## src/rtl/axi_lite_reg_slave.sv

```systemverilog
// rtl/axi_lite_reg_slave.sv - AXI4-Lite responder over a bank of NUM_REGS 32-bit registers
// Independent AW/W holding slots feed one commit; the read path answers from the pre-commit bank.
module axi_lite_reg_slave #(
  parameter int unsigned NUM_REGS  = 16,
  parameter logic [31:0] RESET_VAL = 32'h0000_0000
) (
  input  logic        clk,
  input  logic        rst_n,
  input  logic [31:0] awaddr,
  input  logic        awvalid,
  output logic        awready,
  input  logic [31:0] wdata,
  input  logic [3:0]  wstrb,
  input  logic        wvalid,
  output logic        wready,
  output logic [1:0]  bresp,
  output logic        bvalid,
  input  logic        bready,
  input  logic [31:0] araddr,
  input  logic        arvalid,
  output logic        arready,
  output logic [31:0] rdata,
  output logic [1:0]  rresp,
  output logic        rvalid,
  input  logic        rready
);

  localparam int unsigned IDX_W  = (NUM_REGS > 1) ? $clog2(NUM_REGS) : 1;
  localparam logic [1:0]  OKAY   = 2'b00;
  localparam logic [1:0]  SLVERR = 2'b10;

  logic [31:0]      r_regs [NUM_REGS];
  logic             r_aw_full;
  logic [31:0]      r_aw_addr;
  logic             r_w_full;
  logic [31:0]      r_w_data;
  logic [3:0]       r_w_strb;
  logic             r_bvalid;
  logic [1:0]       r_bresp;
  logic             r_rvalid;
  logic [31:0]      r_rdata;
  logic [1:0]       r_rresp;

  logic             w_awready;
  logic             w_wready;
  logic             w_arready;
  logic             w_commit;
  logic [31:0]      w_aw_word;
  logic [31:0]      w_ar_word;
  logic             w_aw_ok;
  logic             w_ar_ok;
  logic [IDX_W-1:0] w_aw_idx;
  logic [IDX_W-1:0] w_ar_idx;

  assign w_awready = rst_n & ~r_aw_full & ~r_bvalid;
  assign w_wready  = rst_n & ~r_w_full & ~r_bvalid;
  assign w_arready = rst_n & ~r_rvalid;
  assign w_commit  = r_aw_full & r_w_full;

  // Whole-word compare so any address beyond the bank, however large, is rejected.
  assign w_aw_word = r_aw_addr >> 2;
  assign w_ar_word = araddr >> 2;
  assign w_aw_ok   = (w_aw_word < NUM_REGS);
  assign w_ar_ok   = (w_ar_word < NUM_REGS);
  assign w_aw_idx  = w_aw_word[IDX_W-1:0];
  assign w_ar_idx  = w_ar_word[IDX_W-1:0];

  assign awready = w_awready;
  assign wready  = w_wready;
  assign arready = w_arready;
  assign bvalid  = r_bvalid;
  assign bresp   = r_bresp;
  assign rvalid  = r_rvalid;
  assign rdata   = r_rdata;
  assign rresp   = r_rresp;

  always_ff @(posedge clk or negedge rst_n) begin
    if (!rst_n) begin
      r_aw_full <= 1'b0;
      r_aw_addr <= '0;
      r_w_full  <= 1'b0;
      r_w_data  <= '0;
      r_w_strb  <= '0;
      r_bvalid  <= 1'b0;
      r_bresp   <= OKAY;
    end else if (w_commit) begin
      r_aw_full <= 1'b0;
      r_w_full  <= 1'b0;
      r_bvalid  <= 1'b1;
      r_bresp   <= w_aw_ok ? OKAY : SLVERR;
    end else begin
      if (awvalid && w_awready) begin
        r_aw_full <= 1'b1;
        r_aw_addr <= awaddr;
      end
      if (wvalid && w_wready) begin
        r_w_full <= 1'b1;
        r_w_data <= wdata;
        r_w_strb <= wstrb;
      end
      if (r_bvalid && bready) begin
        r_bvalid <= 1'b0;
      end
    end
  end

  always_ff @(posedge clk or negedge rst_n) begin
    if (!rst_n) begin
      for (int i = 0; i < NUM_REGS; i++) begin
        r_regs[i] <= RESET_VAL;
      end
    end else if (w_commit && w_aw_ok) begin
      for (int b = 0; b < 4; b++) begin
        if (r_w_strb[b]) begin
          r_regs[w_aw_idx][8*b +: 8] <= r_w_data[8*b +: 8];
        end
      end
    end
  end

  // Sampling r_regs here on a commit edge yields the pre-write value by construction.
  always_ff @(posedge clk or negedge rst_n) begin
    if (!rst_n) begin
      r_rvalid <= 1'b0;
      r_rdata  <= '0;
      r_rresp  <= OKAY;
    end else if (arvalid && w_arready) begin
      r_rvalid <= 1'b1;
      r_rdata  <= w_ar_ok ? r_regs[w_ar_idx] : 32'h0000_0000;
      r_rresp  <= w_ar_ok ? OKAY : SLVERR;
    end else if (r_rvalid && rready) begin
      r_rvalid <= 1'b0;
    end
  end

endmodule

```

## config.mk

```make
export PLATFORM = sky130hd
export DESIGN_NAME = axi_lite_reg_slave
export DESIGN_NICKNAME = d
export VERILOG_FILES = /design/src/rtl/axi_lite_reg_slave.sv
export SDC_FILE = /design/constraint.sdc
export NUM_CORES = 1
export LEC_CHECK = 0
export ABC_CLOCK_PERIOD_IN_PS = 6500
export CORE_MARGIN = 2
export CORE_UTILIZATION = 55
export CTS_BUF_LIST = sky130_fd_sc_hd__clkbuf_16
export DETAILED_ROUTE_END_ITERATION = 8
export GPL_TIMING_DRIVEN = 1
export PLACE_DENSITY = 0.74
export SYNTH_ARGS = -nofsm -noshare
export SYNTH_HDL_FRONTEND = slang
export SYNTH_SLANG_ARGS = --single-unit
```

## constraint.sdc

```tcl
create_clock -name clk -period 6.5 [get_ports clk]
set_clock_uncertainty 0.1 [all_clocks]
set_input_delay 1.95 -clock clk [delete_from_list [all_inputs] [get_ports clk]]
set_output_delay 1.95 -clock clk [all_outputs]
set_load 0.03 [all_outputs]
```

==> results.py, run 1 <==
metrics = {
    "global_routing": {
        "antenna_found_initial": 0,
        "grt_pass1_vias": 16770,
        "grt.overflow.total": 0,
        "grt_max_degree": 179,
        "grt_pass1_wl_um": 98560,
        "gr-usage-all-layers_pct": 24.33,
    },
    "critical_path": {
        "worstSetupStartpoint": "rst_n",
        "path_cells": "buf_8, nand2b_1, nor2_1, clkdlybuf4s50_1",
        "reg2regPathDepth": 6,
        "endpoint_kind": "output pin",
        "crit_fanout": 34,
        "cp_slowest_cell": "clkdlybuf4s50_1",
        "crit_path_start_kind": "input pin",
        "crit_cells": 4,
        "cp.required_ns": 4.45,
        "criticalPathCategory": "input pin to output pin",
        "r2r_slack_ns": 2.93,
        "worstSetupEndpoint": "awready",
        "slowest_delay_ns": 0.69,
        "r2r_end": "r_regs[103]",
        "r2r_start": "r_aw_addr[16]",
        "critPathTopFamily": "buffers and inverters",
        "crit_arrival_ns": 3.15,
        "cp_num_buf_inv": 2,
    },
    "final_layout": {
        "nets": 1918,
        "fill_cells": 3566,
        "drive_gt1_share_pct": 48.04,
        "final_cell_mix": "dfrtp_1 (616), mux2_2 (578), clkdlybuf4s50_1 (138)",
        "mostFrequentLayoutCell": "dfrtp_1",
        "area_growth_pct": 14.61,
        "post-route-util_pct": 63.76,
        "n_antenna_cell": 0,
    },
    "drt": {
        "wl_um": 62270,
        "top_layer": "met4",
        "ant_nets": 0,
        "remaining_drc_errors": 0,
        "route.met2.wl_um": 30120,
        "wl_met1_um": 27780,
        "first_iter_violations": 1206,
        "wl_per_cell_um": 24.57,
        "dr_wl_met3_um": 2536,
        "dr.pass1.iters": 5,
        "routed_via_density": 6.140,
        "num_vias": 15560,
    },
    "yosys": {
        "synth-simple-area-share_pct": 6.366,
        "yosys.area_share.adder_pct": 0,
        "synth_seq_cells": 616,
        "synth.area.mux_share_pct": 33.68,
        "yosys-top-cells-area": "dfrtp_1 (55%), mux2_2 (23%), mux4_2 (10%)",
        "synth_top_area_share_pct": 55.23,
        "synthDistinctLibCells": 31,
        "avgSynthCellArea_um2": 16.49,
        "synthArstFlopShare_pct": 100.0,
        "synth_compound_area_share_pct": 2.838,
        "synth_xor_area_share_pct": 0,
        "synth-edff-count": 0,
        "synth_top_family_by_area": "multiplexers",
        "synth_top_area_cell": "dfrtp_1",
        "seq_area_frac_synth_pct": 55.23,
        "synthesis.area_um2": 27910,
        "ys.flop_type": "dfrtp_1",
        "yosysWarnings": 0,
        "syn_inst": 1693,
    },
    "timing": {
        "tightest_slew_ns": 1.100,
        "fmax_mhz": 192.5,
        "slew_violations": 0,
        "rsz0062_at_grt": "no",
        "timing.final.hold_violations": 0,
        "timing.final.crit_share_pct": 79.93,
        "finalSetupTns_ns": 0,
        "fin_crit_ns": 5.196,
        "maxSlewHeadroom_pct": 26.09,
        "finalSetupViolCount": 0,
    },
    "clock_tree": {
        "clk_pin_slew_ns": 0.06,
        "cts_root_buf": "clkbuf_16",
        "clock_latency_ns": 0.62,
        "post_cts_buffers": 0,
        "cts_sinks": 616,
        "cts_tree": "built",
        "cts_buffers": 61,
        "cts_resized": 0,
        "cts.htree.levels": 2,
        "clk_path_buf_depth": 3,
        "cts_hold_buf": 0,
    },
    "place": {
        "hpwl_um": 37330,
        "routabilityCongestion": 0.7649,
        "placement.io_buffers": 141,
    },
    "die": {
        "fp-row-count": 82,
        "fp.dieW_um": 229.3,
        "die_area_um2": 52560,
        "initial_core_util_pct": 55.63,
        "dieHeight_um": 229.3,
        "ios": 148,
        "core-area_um2": 50170,
    },
    "power_and_ir_drop": {
        "vdd_drop_max_uv": 204.8,
        "p_per_area_nw_per_um2": 284.7,
        "p_leak_nw": 15.06,
    },
    "outcome": {
        "status": "complete, no violations",
    },
    "flow_run": {
        "drv_cap": 0,
    },
    "hold_path": {
        "hp-class": "flip-flop to flip-flop",
    },
}
cell families after synthesis:
family	Yosys count
other	1
multiplexers	707
AND/OR/NAND/NOR	151
buffers and inverters	117
flip-flops	616
AO/OA/AOI/OAI	101
power by group:
part           internal [W]  switching (W)
logic              0.000356       0.000577
registers           0.00405       0.000555
clock network       0.00210        0.00147
total               0.00650        0.00261
flip-flops by register name, indices dropped and copies added, names as in the netlist:
signal	count
bresp	1
bvalid	1
r_aw_addr	30
r_aw_full	1
r_regs	512
r_w_data	32
r_w_full	1
r_w_strb	4
rdata	32
rresp	1
rvalid	1
synth_stat cells, types with 2 or more instances:
| master | n |
|---|---|
| mux2_2 | 578 |
| nor4_1 | 12 |
| buf_6 | 5 |
| and2_1 | 3 |
| buf_4 | 4 |
| nor2_1 | 8 |
| nand2_1 | 43 |
| mux4_2 | 128 |
| a21oi_1 | 2 |
| nand4_1 | 3 |
| nor2b_1 | 8 |
| inv_1 | 5 |
| inv_2 | 4 |
| a21o_1 | 2 |
| a22o_1 | 31 |
| buf_1 | 38 |
| a22oi_1 | 62 |
| nor4_4 | 64 |
| dfrtp_1 | 616 |
| clkbuf_1 | 37 |
| buf_2 | 24 |
| nand3_1 | 7 |
area by class of cell:
cell class / instances / area, µm² / area share, %
clock inverters: 52 / 459.2 / 1.435
multi-input cells: 961 / 12020 / 37.58
well taps: 672 / 840.8 / 2.628
flip-flops and latches: 616 / 15410 / 48.19
clock buffers: 63 / 1577 / 4.928
repair buffers: 162 / 1642 / 5.132
inverters: 9 / 33.78 / 0.1056
worst reg2reg max path, stage by stage, from the launching register on:
cell	delay, ns
dfrtp_1	0.37
nor4_1	0.56
nand3_4	0.09
buf_4	0.37
buf_4	0.55
nor4_4	0.97
mux2_2	0.43
metal layers:
layer  vias to the layer above  track usage [%]
met4                         0            8.381
met3                       107            3.548
met5                         -                0
li1                       6678                -
met1                      8418            34.36
met2                       361            39.05
through the flow:
step                hold slack, ns  area, µm²  total power [W]  setup WS (ns)  std cells
CTS                         0.4030      31990         0.009175          1.282       2535
finish                      0.4002      31990         0.009109          1.305       2535
global placement            0.3803      29950         0.005530          1.290       2420
floorplan                   0.3728      27910         0.005147          2.014       1694
global route                0.4093      31990         0.009478          1.208       2535
detailed placement          0.3900      29950         0.005591          1.291       2420
worst min path at each step:
stage	startpoint	end	slack [ns]	cells past startpoint
2_1_floorplan	r_aw_addr[24]	r_aw_addr[24]	0.37	1
3_3_place_gp	rdata[30]	rdata[30]	0.38	1
3_5_place_dp	r_regs[312]	r_regs[312]	0.39	1
4_1_cts	r_regs[312]	r_regs[312]	0.40	1
5_1_grt	r_regs[290]	r_regs[290]	0.41	1
6_report	rdata[3]	rdata[3]	0.40	1
(Power assumes the default switching activity.)
==> run 2: changes to the inputs <==
==> config.mk (replaced) <==
export PLATFORM = sky130hd
export DESIGN_NAME = axi_lite_reg_slave
export DESIGN_NICKNAME = d
export VERILOG_FILES = /design/src/rtl/axi_lite_reg_slave.sv
export SDC_FILE = /design/constraint.sdc
export NUM_CORES = 1
export LEC_CHECK = 0
export ABC_CLOCK_PERIOD_IN_PS = 4700
export CORE_MARGIN = 2
export CORE_UTILIZATION = 54
export CTS_BUF_LIST = sky130_fd_sc_hd__clkbuf_16
export DETAILED_ROUTE_END_ITERATION = 8
export GPL_TIMING_DRIVEN = 1
export PLACE_DENSITY = 0.76
export SYNTH_ARGS = -nofsm -noshare
export SYNTH_HDL_FRONTEND = slang
export SYNTH_SLANG_ARGS = --single-unit
==> constraint.sdc (replaced) <==
create_clock -name clk -period 4.7 [get_ports clk]
set_clock_uncertainty 0.1 [all_clocks]
set_input_delay 1.41 -clock clk [delete_from_list [all_inputs] [get_ports clk]]
set_output_delay 1.41 -clock clk [all_outputs]
set_load 0.03 [all_outputs]
==> run 2 against run 1 <==
Effect of this change: first-iteration DRC count fell by 9.9%; routed wire length is 0.50% lower; hold slack about the same; die area up 1.8%; design area increased by 0.54%; global-route usage down 0.33 points; count of clock-buffer cells in the layout rose by 6; non-clock buffer count increased by 3.
==> results.py, run 2 (synthesis gave the netlist of run 1 again) <==
metrics = {
    "timing": {
        "setup_slack_ns": 0.6049,
        "maxSlewHeadroom_pct": 25.93,
        "slew_violations": 0,
        "rsz0062_at_grt": "no",
        "fmax_mhz": 244.2,
        "finalSetupViolCount": 0,
        "timing.final.hold_violations": 0,
        "fin_crit_ns": 4.095,
        "finalSetupTns_ns": 0,
        "tightest_slew_ns": 1.111,
        "timing.final.crit_share_pct": 87.13,
    },
    "global_routing": {
        "antenna_found_initial": 0,
        "grt_pass1_vias": 16760,
        "grt_max_degree": 195,
        "grt.overflow.total": 0,
        "grt_pass1_wl_um": 97670,
        "gr-usage-all-layers_pct": 23.99,
    },
    "drt": {
        "wl_per_cell_um": 24.34,
        "dr.pass1.iters": 5,
        "num_vias": 15670,
        "routed_via_density": 6.155,
        "ant_nets": 0,
        "first_iter_violations": 1087,
        "wl_um": 61960,
        "remaining_drc_errors": 0,
    },
    "final_layout": {
        "nets": 1926,
        "final_cell_mix": "dfrtp_1 (616), mux2_2 (578), clkdlybuf4s50_1 (138)",
        "largest_register_ff_count": 512,
        "area_growth_pct": 15.23,
        "n_antenna_cell": 0,
        "fill_cells": 3671,
        "top_register": "r_regs",
        "drive_gt1_share_pct": 48.18,
        "mostFrequentLayoutCell": "dfrtp_1",
        "post-route-cell-area_um2": 32160,
    },
    "place": {
        "pre_cts_ws_ns": 0.5733,
        "dpl-instance-area_um2": 30070,
        "routabilityCongestion": 0.7496,
        "hpwl_um": 37550,
        "placement.io_buffers": 141,
    },
    "die": {
        "die_area_um2": 53520,
        "fp.dieW_um": 231.3,
        "dieHeight_um": 231.3,
        "ios": 148,
        "initial_core_util_pct": 54.52,
        "core-area_um2": 51200,
        "fp-row-count": 83,
    },
    "clock_tree": {
        "post_cts_buffers": 0,
        "clk_path_buf_depth": 3,
        "cts_sinks": 616,
        "cts.htree.levels": 3,
        "cts_buffers": 66,
        "clock_latency_ns": 0.59,
        "cts_tree": "built",
        "clk_pin_slew_ns": 0.06,
        "cts_resized": 0,
        "cts_root_buf": "clkbuf_16",
        "cts_hold_buf": 0,
    },
    "critical_path": {
        "crit_arrival_ns": 2.59,
        "endpoint_kind": "output pin",
        "cp_num_buf_inv": 2,
        "crit_fanout": 33,
        "crit_path_start_kind": "input pin",
        "criticalPathCategory": "input pin to output pin",
        "cp_slowest_cell": "clkdlybuf4s50_1",
        "critPathTopFamily": "buffers and inverters",
        "slowest_delay_ns": 0.70,
        "cp.required_ns": 3.19,
        "path_cells": "buf_8, nand2b_1, nor2_1, clkdlybuf4s50_1",
    },
    "power_and_ir_drop": {
        "p_leak_nw": 15.12,
        "fin_total_pwr_w": 0.01269,
        "p_per_area_nw_per_um2": 394.5,
        "vdd_drop_max_uv": 256.1,
    },
    "hold_path": {
        "hp-class": "flip-flop to flip-flop",
    },
    "outcome": {
        "status": "complete, no violations",
    },
    "flow_run": {
        "drv_cap": 0,
    },
}
## run 2: changes by cell type in the layout (fill, tap and decap cells not counted), moves of 3 or more
cell,previous run,this run
buf_12,5,12
clkinv_2,15,10
clkbuf_16,63,69
buf_4,16,13
bufinv_16,9,6
## run 2: worst register-to-register path, stage by stage (launching register included)
cell and delay (ns):
dfrtp_1 0.38, nor4_1 0.36, nand4_1 0.22, buf_12 0.30, nor4_4 1.10, mux2_2 0.42
## run 2: stage by stage
stage                     utilization, %  instances  hold slack [ns]
after detailed placement           58.73       2431           0.3876
after global routing               62.82       2546           0.4100
after floorplan                        -       1694           0.3728
after CTS                          62.82       2546           0.4021
after global placement             58.73       2431           0.3834
final                              62.82       2546           0.4006
## run 2: layout make-up
type | count | area [µm²] | area share, %
sequential | 616 | 15410 | 47.93
inverter | 9 | 33.78 | 0.1050
clock buffer | 69 | 1727 | 5.369
tap | 680 | 850.8 | 2.645
clock inverter | 46 | 365.4 | 1.136
timing repair buffer | 165 | 1748 | 5.435
multi-input combinational | 961 | 12020 | 37.38
## run 2: power breakdown
group | leakage (nW) | internal (W) | total, W | switching [W]
Sequential | 8.45 | 0.00560 | 0.00637 | 0.000767
Clock | 1.06 | 0.00298 | 0.00503 | 0.00205
Combinational | 5.61 | 0.000501 | 0.00129 | 0.000792
## run 2: worst paths after layout
kind | startpoint | endpoint | slack [ns] | cells after the start
min in group asynchronous | rst_n | bvalid | 0.59 | 1
max reg2reg | r_aw_addr[21] | r_regs[405] | 1.69 | 5
max | rst_n | wready | 0.60 | 4
min | rdata[30] | rdata[30] | 0.40 | 1
max in group asynchronous | rst_n | r_regs[76] | 1.74 | 3
min reg2reg | rdata[30] | rdata[30] | 0.40 | 1
## run 2: per-layer routing
metal / track usage, % / vias up / share of wire [%]
met2: 38.63 / 368 / 49
met1: 33.13 / 8466 / 44
met5: 0 / - / 0
met3: 4.134 / 122 / 4.8
li1: - / 6714 / -
met4: 8.649 / 0 / 2.9
